## src/rtl/divu_iterative.sv

```systemverilog
// divu_iterative: multi-cycle restoring unsigned divider, one quotient bit per cycle
// Ports: clk/rst (sync active-high); start_valid/start_ready accept {dividend, divisor};
// res_valid/res_ready present {quotient, remainder, div_by_zero}; busy is high in RUN or DONE.
module divu_iterative #(
  parameter int XLEN = 64
) (
  input  logic            clk,
  input  logic            rst,
  input  logic            start_valid,
  output logic            start_ready,
  input  logic [XLEN-1:0] dividend,
  input  logic [XLEN-1:0] divisor,
  output logic            res_valid,
  input  logic            res_ready,
  output logic [XLEN-1:0] quotient,
  output logic [XLEN-1:0] remainder,
  output logic            div_by_zero,
  output logic            busy
);
  localparam int CW = $clog2(XLEN);
  typedef enum logic [1:0] {IDLE, RUN, DONE} state_e;
  state_e state_q, state_d;
  logic [XLEN-1:0] quo_q, quo_d, rem_q, rem_d, dvs_q, dvs_d;
  logic [CW-1:0] cnt_q, cnt_d;
  logic dbz_q, dbz_d;
  // Remainder is always below the divisor, so XLEN bits hold it; only the shifted value needs XLEN+1.
  logic [XLEN:0] sh;
  logic ge, go;
  assign start_ready = (state_q == IDLE) & ~rst;
  assign res_valid   = state_q == DONE;
  assign busy        = state_q != IDLE;
  assign quotient    = quo_q;
  assign remainder   = rem_q;
  assign div_by_zero = dbz_q;
  always_comb begin
    sh      = {rem_q, quo_q[XLEN-1]};
    ge      = sh >= {1'b0, dvs_q};
    go      = start_valid & start_ready;
    state_d = state_q;
    quo_d   = quo_q;
    rem_d   = rem_q;
    dvs_d   = dvs_q;
    cnt_d   = cnt_q;
    dbz_d   = dbz_q;
    case (state_q)
      IDLE: if (go) begin
        dvs_d   = divisor;
        dbz_d   = divisor == '0;
        state_d = dbz_d ? DONE : RUN;
        quo_d   = dbz_d ? '1 : dividend;
        rem_d   = dbz_d ? dividend : '0;
        cnt_d   = CW'(XLEN - 1);
      end
      RUN: begin
        rem_d   = ge ? XLEN'(sh - {1'b0, dvs_q}) : sh[XLEN-1:0];
        quo_d   = {quo_q[XLEN-2:0], ge};
        cnt_d   = cnt_q - CW'(1);
        state_d = cnt_q == '0 ? DONE : RUN;
      end
      DONE: state_d = res_ready ? IDLE : DONE;
      default: state_d = IDLE;
    endcase
  end
  always_ff @(posedge clk) begin
    if (rst) begin
      state_q <= IDLE;
      quo_q   <= '0;
      rem_q   <= '0;
      dvs_q   <= '0;
      cnt_q   <= '0;
      dbz_q   <= 1'b0;
    end else begin
      state_q <= state_d;
      quo_q   <= quo_d;
      rem_q   <= rem_d;
      dvs_q   <= dvs_d;
      cnt_q   <= cnt_d;
      dbz_q   <= dbz_d;
    end
  end
endmodule

```

## config.mk

```make
export PLATFORM = sky130hd
export DESIGN_NAME = divu_iterative
export DESIGN_NICKNAME = d
export VERILOG_FILES = /design/src/rtl/divu_iterative.sv
export SDC_FILE = /design/constraint.sdc
export NUM_CORES = 1
export LEC_CHECK = 0
export BUFFER_PORTS_ARGS = -buffer_cell sky130_fd_sc_hd__buf_2
export CORE_UTILIZATION = 55
export DETAILED_ROUTE_END_ITERATION = 6
export GPL_TIMING_DRIVEN = 0
export PLACE_DENSITY = 0.79
export SYNTH_ARGS = -nofsm -noshare
export SYNTH_HDL_FRONTEND = slang
export SYNTH_SLANG_ARGS = --single-unit
export TNS_END_PERCENT = 5
```

## constraint.sdc

```tcl
create_clock -name clk -period 7.8 [get_ports clk]
set_clock_uncertainty 0.05 [all_clocks]
set_input_delay 1.95 -clock clk [delete_from_list [all_inputs] [get_ports clk]]
set_output_delay 1.95 -clock clk [all_outputs]
set_load 0.02 [all_outputs]
```

Yosys cells after proc, flatten, opt, wreduce, memory -nomap -nowiden

Cells that the tools add are included.

Register bits after elaboration: 201
Bits in latches: 0
Bits in writable memories: 0
ROM bits: 0
Input bits: 132
Output and inout bits: 132
Logic and storage cells: 36
Memories kept: 0

$add $sub $neg: 2
$mul: 0
Divide/modulo/power cells: 0
$lt $le $gt $ge: 1
Eq/ne operators: 3
Shift-type cells: 0
Mux-type cells: 14
Bitwise operators: 3
Reductions and logical operators: 7

Operators with widths:

| cell                                                                   | number |
|---|---|
| 64-bit two-way mux                                                     | 5 |
| 64-bit one-hot mux with 2 select lines                                 | 2 |
| 65-bit by 64-bit >= comparator with 1-bit output                       | 1 |
| 64-bit logical NOT                                                     | 1 |
| 64-bit subtractor                                                      | 1 |
| 6-bit one-hot mux with 2 select lines                                  | 1 |
| 2-bit two-way mux                                                      | 4 |
| 6-bit logical NOT                                                      | 1 |
| 6-bit two-way mux                                                      | 1 |
| 2-bit one-hot mux with 3 select lines                                  | 1 |
| 6-bit by 1-bit subtractor with 6-bit output (second input constant)    | 1 |
| 2-bit AND reduction                                                    | 2 |
| 2-bit nonzero test                                                     | 2 |
| 1-bit bitwise AND                                                      | 2 |
| 2-bit by 1-bit equality test with 1-bit output (second input constant) | 1 |
| 2-bit equality test (second input constant)                            | 1 |
| 2-bit logical NOT                                                      | 1 |
| 2-bit != test (second input constant)                                  | 1 |
| 1-bit inverter                                                         | 1 |

Longest topological paths before layout

Depth in word-level cells: 5
Depth in mapped cells: 14
Gate-level depth less buffers: 12

Worst setup path before layout

Ideal clock, no wire load.

Path kind: input-to-output
Start point: input rst
End point: output start_ready
Arrival: 2.483 ns
Path slack: 3.317 ns
Stages on the path: 1
Path buffers: 0
Cells stage by stage: nor3_1

Cells in the longest elaborated chain, start to end: 2

Ends and longest elaborated chain:

| what               | RTL line | RTL |
|---|---|---|
| start: declaration | 8        | `input logic rst,` |
| 1-bit inverter     | 29       | `assign start_ready = (state_q == IDLE) & ~rst;` |
| 1-bit bitwise AND  | 29       |  |
| end: declaration   | 10       | `output logic start_ready,` |

Every way passes these cells.

Worst setup path after layout

Start point: input rst
End point: register rem_q[9] (netlist: remainder[9])

Cells in the longest elaborated chain, start to end: 5

Ends and longest elaborated chain:

| what                                 | RTL line | RTL |
|---|---|---|
| 1-bit inverter                       | 29       |  |
| 1-bit bitwise AND                    | 29       |  |
| 1-bit bitwise AND                    | 38       | `go = start_valid & start_ready;` |
| 2-bit != test (no source line)       | -        |  |
| 2-bit AND reduction (no source line) | -        |  |
| end signal: assignment               | 75       | `rem_q <= rem_d;` |
| end: declaration                     | 23       | `logic [XLEN-1:0] quo_q, quo_d, rem_q, rem_d, dvs_q, dvs_d;` |

Parallel ways exist; a longest one is shown, timed or not.
A chain may end at the register's enable or synchronous reset.

==> summary.txt <==
Hold_buf cts -> 0
Core ar. -> 22,800 µm²
Relative slew slack -> 0.403
Setup violators final -> 0
Pre-Repair DR Iteration Count -> 5
CP Launch Type -> input port
Final Max Slew Viols -> 0
Mapped Cells -> 1,722
DRT iter0 DRCs -> 1,733
Total number of vias -> 15,172
Die width -> 155 µm
Leak -> 6.52 nW
Residual DRC count -> 0
Synth unique cells -> 66
Initial Util -> 0.566
Worst EP arrival -> 5.26 ns
Setup bufs post-CTS -> 0
DP Wirelength -> 41,000 µm
GR Util All Layers -> 0.424
Total power -> 0.00730 W
Die footprint -> 24,000 µm²
Wire length of the first global-routing pass -> 78,700 µm
Fill cells -> 2,094
CTS tree -> yes
Mapped Nets -> 1,921
FF+latch count, synth -> 201
Share of the yosys chip area belonging to registers -> 0.312
FF-to-FF Start -> remainder[33]$_SDFFE_PP0P_
Die Ht -> 155 µm
WP data required -> 8.12 ns
Worst hold start -> quotient[56]$_SDFFE_PP0P_
CTS sink cnt -> 201
RSZ-0062 raised after global routing -> no
Commonest register cell after synthesis -> dfxtp_1
Vias in the first global route -> 14,124
Vias per cell -> 6.49
Antenna Cells -> 0
Critical Path End Type -> register
Actual slew at the worst max-slew pin -> 0.895 ns
TNS Setup -> 0 ns
NumNets Final -> 2,210
# IOs -> 264
CTS Buf Count -> 23
Routed Antenna Nets -> 0
Fin crit share -> 0.633
Async SR Flop Fraction -> 0
Max_cap viols -> 0
Area Growth Syn to Fin -> 19.1%
Post-CTS Resized -> 0
CTS Root Cell -> clkbuf_16
Post-route minimum period -> 4.94 ns
Num rows -> 55
Util after Layout -> 0.674
Clock insertion delay at the later pin of the skew report -> 0.52 ns
Number of port buffers -> 263
Hold Path Class -> reg2reg
Post-synth EDFFs -> 0
Share of layout cells above drive strength 1 -> 0.163
Average wire per standard cell -> 22.4 µm
Worst IR drop on VDD -> 414 µV
Status -> complete, no violations
GRT Residual Overflow -> 0
Maximum fanout along the worst path -> 10
Antenna violations before repair -> 0
Synthesized area -> 12,900 µm²
Kind of critical path -> in2reg
Largest net degree at the start of global routing -> 13
CTS clock-pin slew for the worst setup and hold paths -> 0.06 ns
Post-Syn Area per Cell -> 7.48 µm²
Number of H-tree levels -> 1
Total wire length -> 52,300 µm
Hold Vio Cnt, Final -> 0
CP startpoint -> rst
Placer Congestion -> 1.01
Yosys warnings -> 0
Clock Path Buffers -> 3
FMAX -> 202 MHz
P per Cell Area -> 475 nW/µm²
## report_power, final
part	internal, W	switching (W)	total, W	leakage, nW
sequential	0.00123	0.000269	0.00150	1.65
combinational	0.00169	0.00302	0.00471	4.50
clock	0.000639	0.000453	0.00109	0.368
total	0.00356	0.00374	0.00730	6.52
## Yosys cell counts (24+ instances only)
master    instances  share of area
dfxtp_1         201           0.31
nand2_1         176          0.051
a21oi_1         141          0.055
nor2_1          133          0.039
nor3_1          123          0.048
clkbuf_1        114          0.033
o21ai_0          97          0.038
inv_1            94          0.027
o31ai_1          70          0.041
ha_1             66          0.064
nand3_1          54          0.021
nand4_1          36          0.017
xnor2_1          33          0.022
a22oi_1          29          0.017
nor4_1           25          0.012
mux2i_1          24          0.019
## critical path, cell delays in order
cell	delay (ns)
buf_2	0.08
clkbuf_1	0.65
clkinv_1	0.70
nand2_1	0.41
clkbuf_1	0.68
clkbuf_1	0.58
o22ai_1	0.19
## kinds of logic after synthesis
group,synth area share
adders and majority gates,0.0656
DFF,0.312
AOI/OAI and AO/OA,0.280
muxes,0.0204
and+or+nand+nor,0.216
xor gates and xnor gates,0.0360
buffers and inverters,0.0702
## placed cells by master, fill, tap and decap left out, types with 5 or more instances in the layout
cell         n
o21ai_0     97
nand3_1     54
and3_1      12
buf_1        8
a311oi_1    10
nor3_1     123
nor2_1     133
a211oi_1    12
xnor2_1     33
a31oi_1     20
inv_1       94
buf_2      269
o221ai_1    19
xor2_1      20
o21a_1       7
mux2i_1     24
o22ai_1     21
a22oi_1     29
a21oi_1    141
nand2_1    176
dfxtp_1    201
ha_1        66
clkbuf_8     7
o211ai_1    10
nor2b_1      6
or3_1        7
clkbuf_16   23
o21bai_1    14
o21ai_1      8
or2_2        5
and2_1       9
o32ai_1     12
nand4_1     36
nand2b_1     5
clkbuf_1   118
o31ai_1     70
a221oi_1    12
a21o_1      23
nor4_1      24
## state kept, by name (all words and copies together), names as in the netlist
register     cells
state_q          2
dvs_q           64
div_by_zero      1
cnt_q            6
quotient        64
remainder       64
## through the flow
stage	area (µm²)	worst slack [ns]	hold slack, ns	instances
after detailed placement	14600	2.58	0.411	2299
after global placement	14600	1.52	0.405	2298
after floorplan	12900	3.32	0.390	1722
final	15400	2.86	0.422	2339
after global routing	15400	2.88	0.445	2339
after CTS	15400	3.08	0.422	2339
## final timing paths
path                                    end  slack [ns]  cells past startpoint
setup reg to reg  remainder[1]$_SDFFE_PP0P_        3.55                     13
hold / removal    quotient[57]$_SDFFE_PP0P_        0.42                      2
hold reg to reg   quotient[57]$_SDFFE_PP0P_        0.42                      2
setup / recovery  remainder[9]$_SDFFE_PP0P_        2.86                      7
## per-layer routing
layer | up-vias | global-route usage | routed length [µm]
li1 | 6906 | - | -
met1 | 6991 | 0.517 | 19600
met2 | 1033 | 0.691 | 23700
met3 | 242 | 0.0607 | 4940
met4 | 0 | 0.296 | 4120
met5 | - | 0 | 0
## layout make-up
type                            count  area, µm²  area share
Clock buffer                       34        687      0.0447
Timing Repair Buffer              264       1320      0.0862
Inverter                           95        357      0.0232
Multi-Input combinational cell   1292       7970       0.519
Buffer                            134        548      0.0357
Clock inverter                      6       57.6     0.00375
Tap cell                          313        392      0.0255
Sequential cell                   201       4020       0.262
Note: power is estimated with default switching activity, not from simulation.
